### src/rtl/cbus_arbiter_if.sv
// CBus request/response types and the arbiter's bus bundle.
// master = requesters + memory side, slave = the arbiter itself.
package cbus_pkg;

  typedef struct packed {
    logic        valid;
    logic        is_write;
    logic [2:0]  size;
    logic [31:0] addr;
    logic [3:0]  strobe;
    logic [31:0] data;
    logic [3:0]  len;
  } cbus_req_t;

  typedef struct packed {
    logic        ready;
    logic        last;
    logic [31:0] data;
  } cbus_resp_t;

endpackage

interface cbus_arbiter_if #(
  parameter int NUM_INPUTS = 2
);
  import cbus_pkg::*;

  cbus_req_t  ireqs  [NUM_INPUTS];
  cbus_resp_t iresps [NUM_INPUTS];
  cbus_req_t  oreq;
  cbus_resp_t oresp;

  modport master (
    output ireqs,
    output oresp,
    input  iresps,
    input  oreq
  );

  modport slave (
    input  ireqs,
    input  oresp,
    output iresps,
    output oreq
  );

endinterface

### src/rtl/cbus_arbiter.sv
// N-to-1 CBus arbiter holding a grant for a whole (burst) transaction.
// Define CBUS_ARB_ROUND_ROBIN_EN for round-robin; default is fixed priority.
module cbus_arbiter #(
  parameter int NUM_INPUTS = 2
) (
  input logic         clk,
  input logic         reset,
  cbus_arbiter_if.slave bus
);
  import cbus_pkg::*;

  localparam int SEL_W =
    (NUM_INPUTS > 1) ? $clog2(NUM_INPUTS) : 1;

  typedef enum logic {
    IDLE,
    BUSY
  } state_t;

  state_t           state_q;
  state_t           state_d;
  logic [SEL_W-1:0] sel_q;
  logic [SEL_W-1:0] sel_d;
  logic [SEL_W-1:0] pick;
  logic [SEL_W-1:0] base;
  logic             any_valid;
  logic             done;
  logic             sel_valid;
  logic [NUM_INPUTS-1:0] rdy_vec;

  assign done = bus.oresp.ready
              & bus.oresp.last;

`ifdef CBUS_ARB_ROUND_ROBIN_EN
  logic [SEL_W-1:0] ptr_q;

  assign base = ptr_q;

  // Pointer moves past the winner on each completion.
  always_ff @(posedge clk) begin
    if (reset) begin
      ptr_q <= '0;
    end else if (state_q == BUSY && done) begin
      if (sel_q == SEL_W'(NUM_INPUTS - 1))
        ptr_q <= '0;
      else
        ptr_q <= sel_q + 1'b1;
    end
  end
`else
  assign base = '0;
`endif

  // First valid index at or after base, wrapping around.
  always_comb begin
    int j;
    j         = 0;
    pick      = '0;
    any_valid = 1'b0;
    for (int k = NUM_INPUTS - 1; k >= 0; k--) begin
      j = (int'(base) + k) % NUM_INPUTS;
      if (bus.ireqs[j].valid) begin
        pick      = SEL_W'(j);
        any_valid = 1'b1;
      end
    end
  end

  // State and grant index registers.
  always_ff @(posedge clk) begin
    if (reset) begin
      state_q <= IDLE;
      sel_q   <= '0;
    end else begin
      state_q <= state_d;
      sel_q   <= sel_d;
    end
  end

  // Next state plus live forwarding of the granted port.
  always_comb begin
    state_d  = state_q;
    sel_d    = sel_q;
    bus.oreq = '0;
    for (int i = 0; i < NUM_INPUTS; i++)
      bus.iresps[i] = '0;
    unique case (state_q)
      IDLE: begin
        if (any_valid) begin
          sel_d   = pick;
          state_d = BUSY;
        end
      end
      BUSY: begin
        bus.oreq          = bus.ireqs[sel_q];
        bus.iresps[sel_q] = bus.oresp;
        if (done)
          state_d = IDLE;
      end
      default: begin
        state_d = IDLE;
      end
    endcase
  end

  // Observation taps used by the checks below.
  always_comb begin
    sel_valid = bus.ireqs[sel_q].valid;
    for (int i = 0; i < NUM_INPUTS; i++)
      rdy_vec[i] = bus.iresps[i].ready;
  end

`ifndef SYNTHESIS
  // Requester must hold valid until ready&last.
  a_hold_valid: assert property (
    @(posedge clk) disable iff (reset)
    (state_q == BUSY) |-> sel_valid
  ) else $error("cbus_arbiter: valid dropped while BUSY");

  // Never two requesters handshaking at once.
  a_one_ready: assert property (
    @(posedge clk) disable iff (reset)
    $onehot0(rdy_vec)
  ) else $error("cbus_arbiter: multiple iresps ready");
`endif

endmodule

### src/flat_wrapper.sv
// flat-port wrapper written by rule: the top's interface ports become plain ports
module cbus_arbiter_flat import cbus_pkg::*;
#(
  parameter int NUM_INPUTS = 2
)
  (clk, reset, bus_ireqs, bus_oresp, bus_iresps, bus_oreq);
  cbus_arbiter_if #(.NUM_INPUTS(NUM_INPUTS)) bus_i ();
  input logic clk;
  input logic reset;
  input wire logic [$bits(bus_i.ireqs)-1:0] bus_ireqs;
  input wire logic [$bits(bus_i.oresp)-1:0] bus_oresp;
  output wire logic [$bits(bus_i.iresps)-1:0] bus_iresps;
  output wire logic [$bits(bus_i.oreq)-1:0] bus_oreq;
  assign bus_i.ireqs = {>>{bus_ireqs}};
  assign bus_i.oresp = bus_oresp;
  assign bus_iresps = {>>{bus_i.iresps}};
  assign bus_oreq = bus_i.oreq;
  cbus_arbiter #(.NUM_INPUTS(NUM_INPUTS)) u_core (.clk(clk), .reset(reset), .bus(bus_i));
endmodule
### config.mk
export PLATFORM = sky130hd
export DESIGN_NAME = cbus_arbiter_flat
export DESIGN_NICKNAME = d
export VERILOG_FILES = /design/src/rtl/cbus_arbiter_if.sv /design/src/rtl/cbus_arbiter.sv /design/src/flat_wrapper.sv
export SDC_FILE = /design/constraint.sdc
export NUM_CORES = 1
export LEC_CHECK = 0
export CAP_MARGIN = 0
export CORE_AREA = 2 2 132 134
export CTS_CLUSTER_DIAMETER = 80
export DETAILED_ROUTE_END_ITERATION = 8
export DIE_AREA = 0 0 134 136
export PLACE_DENSITY = 0.5
export SLEW_MARGIN = 20
export SYNTH_ARGS = -nofsm -noshare
export SYNTH_HDL_FRONTEND = slang
export SYNTH_SLANG_ARGS = --single-unit
### constraint.sdc
create_clock -name clk -period 1.61 [get_ports clk]
set_input_delay 0.4025 -clock clk [delete_from_list [all_inputs] [get_ports clk]]
set_output_delay 0.4025 -clock clk [all_outputs]
set_load 0.1 [all_outputs]
==> metrics.cfg, run 1 <==
[critical_path]
critical_path_arrival_ns=1.49
startpoint_type=register
crit_fanout=6
critPathKind=register to output pin
crit_path_end_kind=output pin
worstPathRequired_ns=1.21

[sta]
worst_pin_slew_ns=0.279
period_share=1.18
hold_viol_final=0
maxSlewHeadroom=0.809
maxSlewViolCount=0
period_minus_slack_ns=1.89
finalWorstSetupSlack_ns=-0.282
grt_setup_unrepaired=true
fin_skew_ns=0.00469
max_freq_ghz=0.529
hold-worst-slack_ns=0.727
setup_viol_count_final=145

[yosys]
ys_seq_area_frac=0.0223
synth_area_leader_cell=mux2i_1
yosys_warnings=0
synth.distinct_cells=19
synthXorXnorAreaFrac=0
syn_nets=450
syn_area_per_cell_sq_um=6.92
ys_ff_latch=2
syn_area_sq_um=1800
syn_inst=260
synth-compound-area-share=0.0132
synth_top_area_frac=0.428
synth-simple-area-share=0.410
synth-adder-area-share=0
muxShareOfSynthArea=0.428
yosys-top-cells-area=mux2i_1 43%, nor2_1 16%, and2_1 11%
synth_top_family_by_area=multiplexers

[layout]
final_common_cell=clkdlybuf4s50_1
nNetsFinal=809
design_area_sq_um=9110
antenna_cells=0
area_growth_pct=406
finish.utilization=0.540
layout-drive-gt1-share=0.673
mostFrequentLayoutCells=188 x clkdlybuf4s50_1, 155 x buf_12, 79 x nor2_4, 58 x mux2i_4, 33 x and3_4

[detailed_routing]
drtAntennaViolNets=0
routed_wl_um=14800
via_per_inst=3.98
drc=0
dr.pass1.iters=4
wl_per_cell_um=17.5
first_iter_violations=65
vias=3353

[global_routing]
grt_max_degree=38
track_usage=0.141
grt_pass1_wl_um=20300
grt.overflow.total=0
antenna_found_initial=0
grt_pass1_vias=3500

[floorplanning]
die_h_um=136
io_pins=335
fp-row-count=48
coreArea_sq_um=16900
die_w_um=134
initial_core_util=0.107
dieArea_sq_um=18200

[power_and_ir_drop]
leakagePower_nw=3.22
p_per_area_nw_per_um2=544
ir_drop_uv=254
finalPower_mw=4.95

[placement]
placed_area_sq_um=7810
io_buffers=334
dp_slack_ns=-0.153
place.detailed.hpwl_um=11400
gp_congestion=0.857

[clocking]
cts_buffers=3
cts_hold_buf=0
cts-root-buf=clkbuf_16
clk_pin_slew_ns=0.03
clockBufferDepth=2
h-tree-depth=1
cts_sinks=2
clkLatencyLatePin_ns=0.22
cts_tree=built

[run_status]
failed_checks=setup timing
outcome=finished with violations

[flow_run]
maxCapViolCount=0

[hold_path]
min_path_type=register to register

==> registers in the layout, indices dropped and copies added (netlist names) <==
| register | count |
|---|---|
| u_core.state_q | 1 |
| u_core.sel_q | 1 |
==> worst max-delay path, cell delays in order, from the launching register on <==
cell     delay [ns]
dfxtp_4        0.38
buf_6          0.15
buf_16         0.14
mux2i_2        0.23
buf_4          0.16
nor2_4         0.04
buf_12         0.17
==> synth_stat cells <==
| cell type | instances |
|---|---|
| and2_1 | 33 |
| and3_1 | 33 |
| nand2b_1 | 1 |
| nor3_1 | 1 |
| inv_2 | 1 |
| clkbuf_2 | 1 |
| mux2i_1 | 77 |
| dfxtp_1 | 2 |
| buf_2 | 7 |
| nor2b_4 | 1 |
| nor2_1 | 79 |
| buf_4 | 4 |
| a311oi_1 | 1 |
| buf_6 | 1 |
| inv_1 | 1 |
| nand2_1 | 1 |
| a221oi_2 | 1 |
| clkbuf_1 | 10 |
| buf_12 | 5 |
==> cell families after synthesis <==
group / Yosys count
buf+inv: 30
compound gates: 2
simple gates: 149
mux: 77
flops: 2
==> metrics by stage <==
step	instances	TNS (ns)
floorplan	260	-7.66
global placement	818	-8.32
detailed placement	818	-9.35
CTS	828	-31.43
global route	843	-36.23
finish	843	-27.80
==> power by group <==
group	internal (mW)	switching (mW)	leakage (nW)
clock network	0.326	0.0613	0.0382
registers	0.0535	0.0100	0.0178
logic	1.95	2.55	3.17
total	2.33	2.62	3.22
==> final timing paths <==
path / start / end / slack [ns] / depth (start not counted)
max: u_core.sel_q / bus_oreq[29] / -0.28 / 6
max reg2reg: u_core.sel_q / u_core.sel_q / 0.35 / 6
min: u_core.state_q / u_core.state_q / 0.73 / 2
min reg2reg: u_core.state_q / u_core.state_q / 0.73 / 2
==> layer usage <==
metal  track usage  wire [um]  up-vias
met3        0.0418       1290        8
met1         0.149       5180     1547
li1              -          -     1620
met2         0.275       8150      178
met4        0.0260        159        0
met5             0          0        -
==> area by class of cell <==
cell class,instances,area (sq um)
fill,1406,7760
timing repair buffer,382,5550
multi-input combinational,228,3140
tap,225,282
clock buffer,4,78.8
sequential,2,47.5
inverter,2,17.5
==> what timing repair did <==
action	in CTS	in global routing
endpoints found under the setup margin	145	145
cloned	2	11
endpoints found under the hold margin	0	0
buffers inserted	4	5
gates resized for setup	64	93
pin swaps	23	11
Note: power is estimated with default switching activity, not from simulation.
==> run 2, diff against run 1 <==
TNS_END_PERCENT = 5   (was default)
==> run 2 against run 1 <==
Against the previous run:
- the flow still finishes with violations (setup timing)
- first-iteration DRC count shrank 37%
- setup slack improved by 0.0059 ns
- global-route usage shrank 0.34 points
- clock skew decreased by 0.0010 ns
- hold slack better by 0.011 ns
- via count shrank 1.8%
- largest cell class unchanged
- largest power group unchanged
==> metrics.cfg, run 2 (same netlist as run 1, synthesis figures left out) <==
[critical_path]
critical_path_arrival_ns=1.48
worstReg2RegStart=u_core.sel_q
cp-startpoint=u_core.sel_q
critPathKind=register to output pin
worstPathRequired_ns=1.21
r2r_end=u_core.sel_q
crit_fanout=15
startpoint_type=register
reg2regPathDepth=3
reg2reg_slack_ns=0.55
crit_path_end_kind=output pin

[sta]
maxSlewViolCount=0
grt_setup_unrepaired=true
setup_viol_count_final=145
final.setup.tns_ns=-29.42
hold-worst-slack_ns=0.738
fin_skew_ns=0.00365
maxSlewHeadroom=0.792
finalWorstSetupSlack_ns=-0.276
period_minus_slack_ns=1.89
max_freq_ghz=0.530
worst_pin_slew_ns=0.303
period_share=1.17
hold_viol_final=0

[power_and_ir_drop]
p_sw_frac=0.540
pwr-share-comb=0.903
p_clk_frac=0.083
ir_drop_uv=295
switchingPower_mw=2.50
p_per_area_nw_per_um2=558
pwr-share-seq=0.014
leakagePower_nw=3.11
p_int_mw=2.13

[flow_run]
maxCapViolCount=0

[layout]
design_area_sq_um=8310
final_common_cell=clkdlybuf4s50_1
mostFrequentLayoutCells=189 x clkdlybuf4s50_1, 154 x buf_12, 79 x nor2_4, 32 x mux2i_1, 31 x mux2i_2
largestRegisters=u_core.sel_q (1), u_core.state_q (1)
area_growth_pct=362
finish.utilization=0.492
fin_cells=840
antenna_cells=0
nNetsFinal=806
layout-drive-gt1-share=0.631

[hold_path]
min_path_type=register to register
worstHoldStart=u_core.state_q
hold_depth=2
hold-path-endpoint=u_core.state_q

[clocking]
cts_buffers=3
clk_pin_slew_ns=0.03
h-tree-depth=1
cts_sinks=2
clkLatencyLatePin_ns=0.22
clockBufferDepth=2
cts_tree=built
cts-root-buf=clkbuf_16

[floorplanning]
initial_core_util=0.107
fp-row-count=48
dieArea_sq_um=18200
die_h_um=136
die_w_um=134
coreArea_sq_um=16900
io_pins=335

[placement]
gp_congestion=0.846
place.detailed.hpwl_um=11800
placed_area_sq_um=7710
io_buffers=334
placedCellCount=828

[detailed_routing]
wl_per_cell_um=16.9
wl_met2_um=7970
top_layer=met4
drtAntennaViolNets=0
dr.pass1.iters=3
via_per_inst=3.92
drt-met1-wl_um=4850
vias=3294
drc=0
wl_met3_um=1160
first_iter_violations=41
routed_wl_um=14200

[global_routing]
track_usage=0.137
grt_pass1_wl_um=19900
antenna_found_initial=0
grt_max_degree=34
grt_pass1_vias=3507
grt.overflow.total=0

[run_status]
outcome=finished with violations
failed_checks=setup timing

run 2: cell count changes in the layout (fill, tap and decap cells not counted), moves of 9 or more:
cell,change
and2_2,+28
and2_4,-28
and3_2,+29
and3_4,-29
buf_4,+9
mux2i_1,+23
mux2i_2,+21
mux2i_4,-44
run 2: metal layers:
metal / global-route usage / vias up
met5: 0 / -
met2: 0.271 / 165
met4: 0.0213 / 0
li1: - / 1593
met3: 0.0403 / 15
met1: 0.146 / 1521
run 2: critical path, cell delays in order (launching register included):
cell       delay [ns]
dfxtp_4          0.39
buf_12           0.13
clkbuf_16        0.19
mux2i_1          0.20
buf_4            0.14
nor2_4           0.03
buf_12           0.16
run 2: worst max-delay path by stage:
stage	slack, ns	cells after the start	endpoint
global placement	-0.18	5	bus_oreq[52]
global route	-0.33	6	bus_oreq[6]
detailed placement	-0.18	5	bus_oreq[52]
CTS	-0.31	5	bus_oreq[7]
floorplan	-0.27	4	bus_oreq[56]
finish	-0.28	6	bus_oreq[6]
run 2: power by group through the flow:
| stage | Clock [mW] | Sequential (mW) | Combinational [mW] |
|---|---|---|---|
| floorplan | 0 | 0.0561 | 2.31 |
| global placement | 0 | 0.0637 | 3.96 |
| detailed placement | 0 | 0.0639 | 3.99 |
| CTS | 0.391 | 0.0650 | 4.03 |
| global route | 0.397 | 0.0637 | 4.31 |
| finish | 0.385 | 0.0626 | 4.19 |
run 2: repair_timing:
item,in CTS,in global routing
cloned,0,5
hold buffers,0,0
resized for setup,21,55
pin swaps,0,1
buffers inserted,0,3
endpoints found under the setup margin,145,145
run 2: cell type report:
cell class	count	area [sq um]
Tap cell	225	282
Timing Repair Buffer	379	5370
Sequential cell	2	45.0
Clock buffer	4	78.8
Inverter	2	12.5
Fill cell	1442	8570
Multi-Input combinational cell	228	2520
run 2: stage by stage:
step	total power, mW	setup slack (ns)
finish	4.63	-0.276
global placement	4.03	-0.180
detailed placement	4.05	-0.178
floorplan	2.37	-0.266
global route	4.77	-0.329
CTS	4.49	-0.307
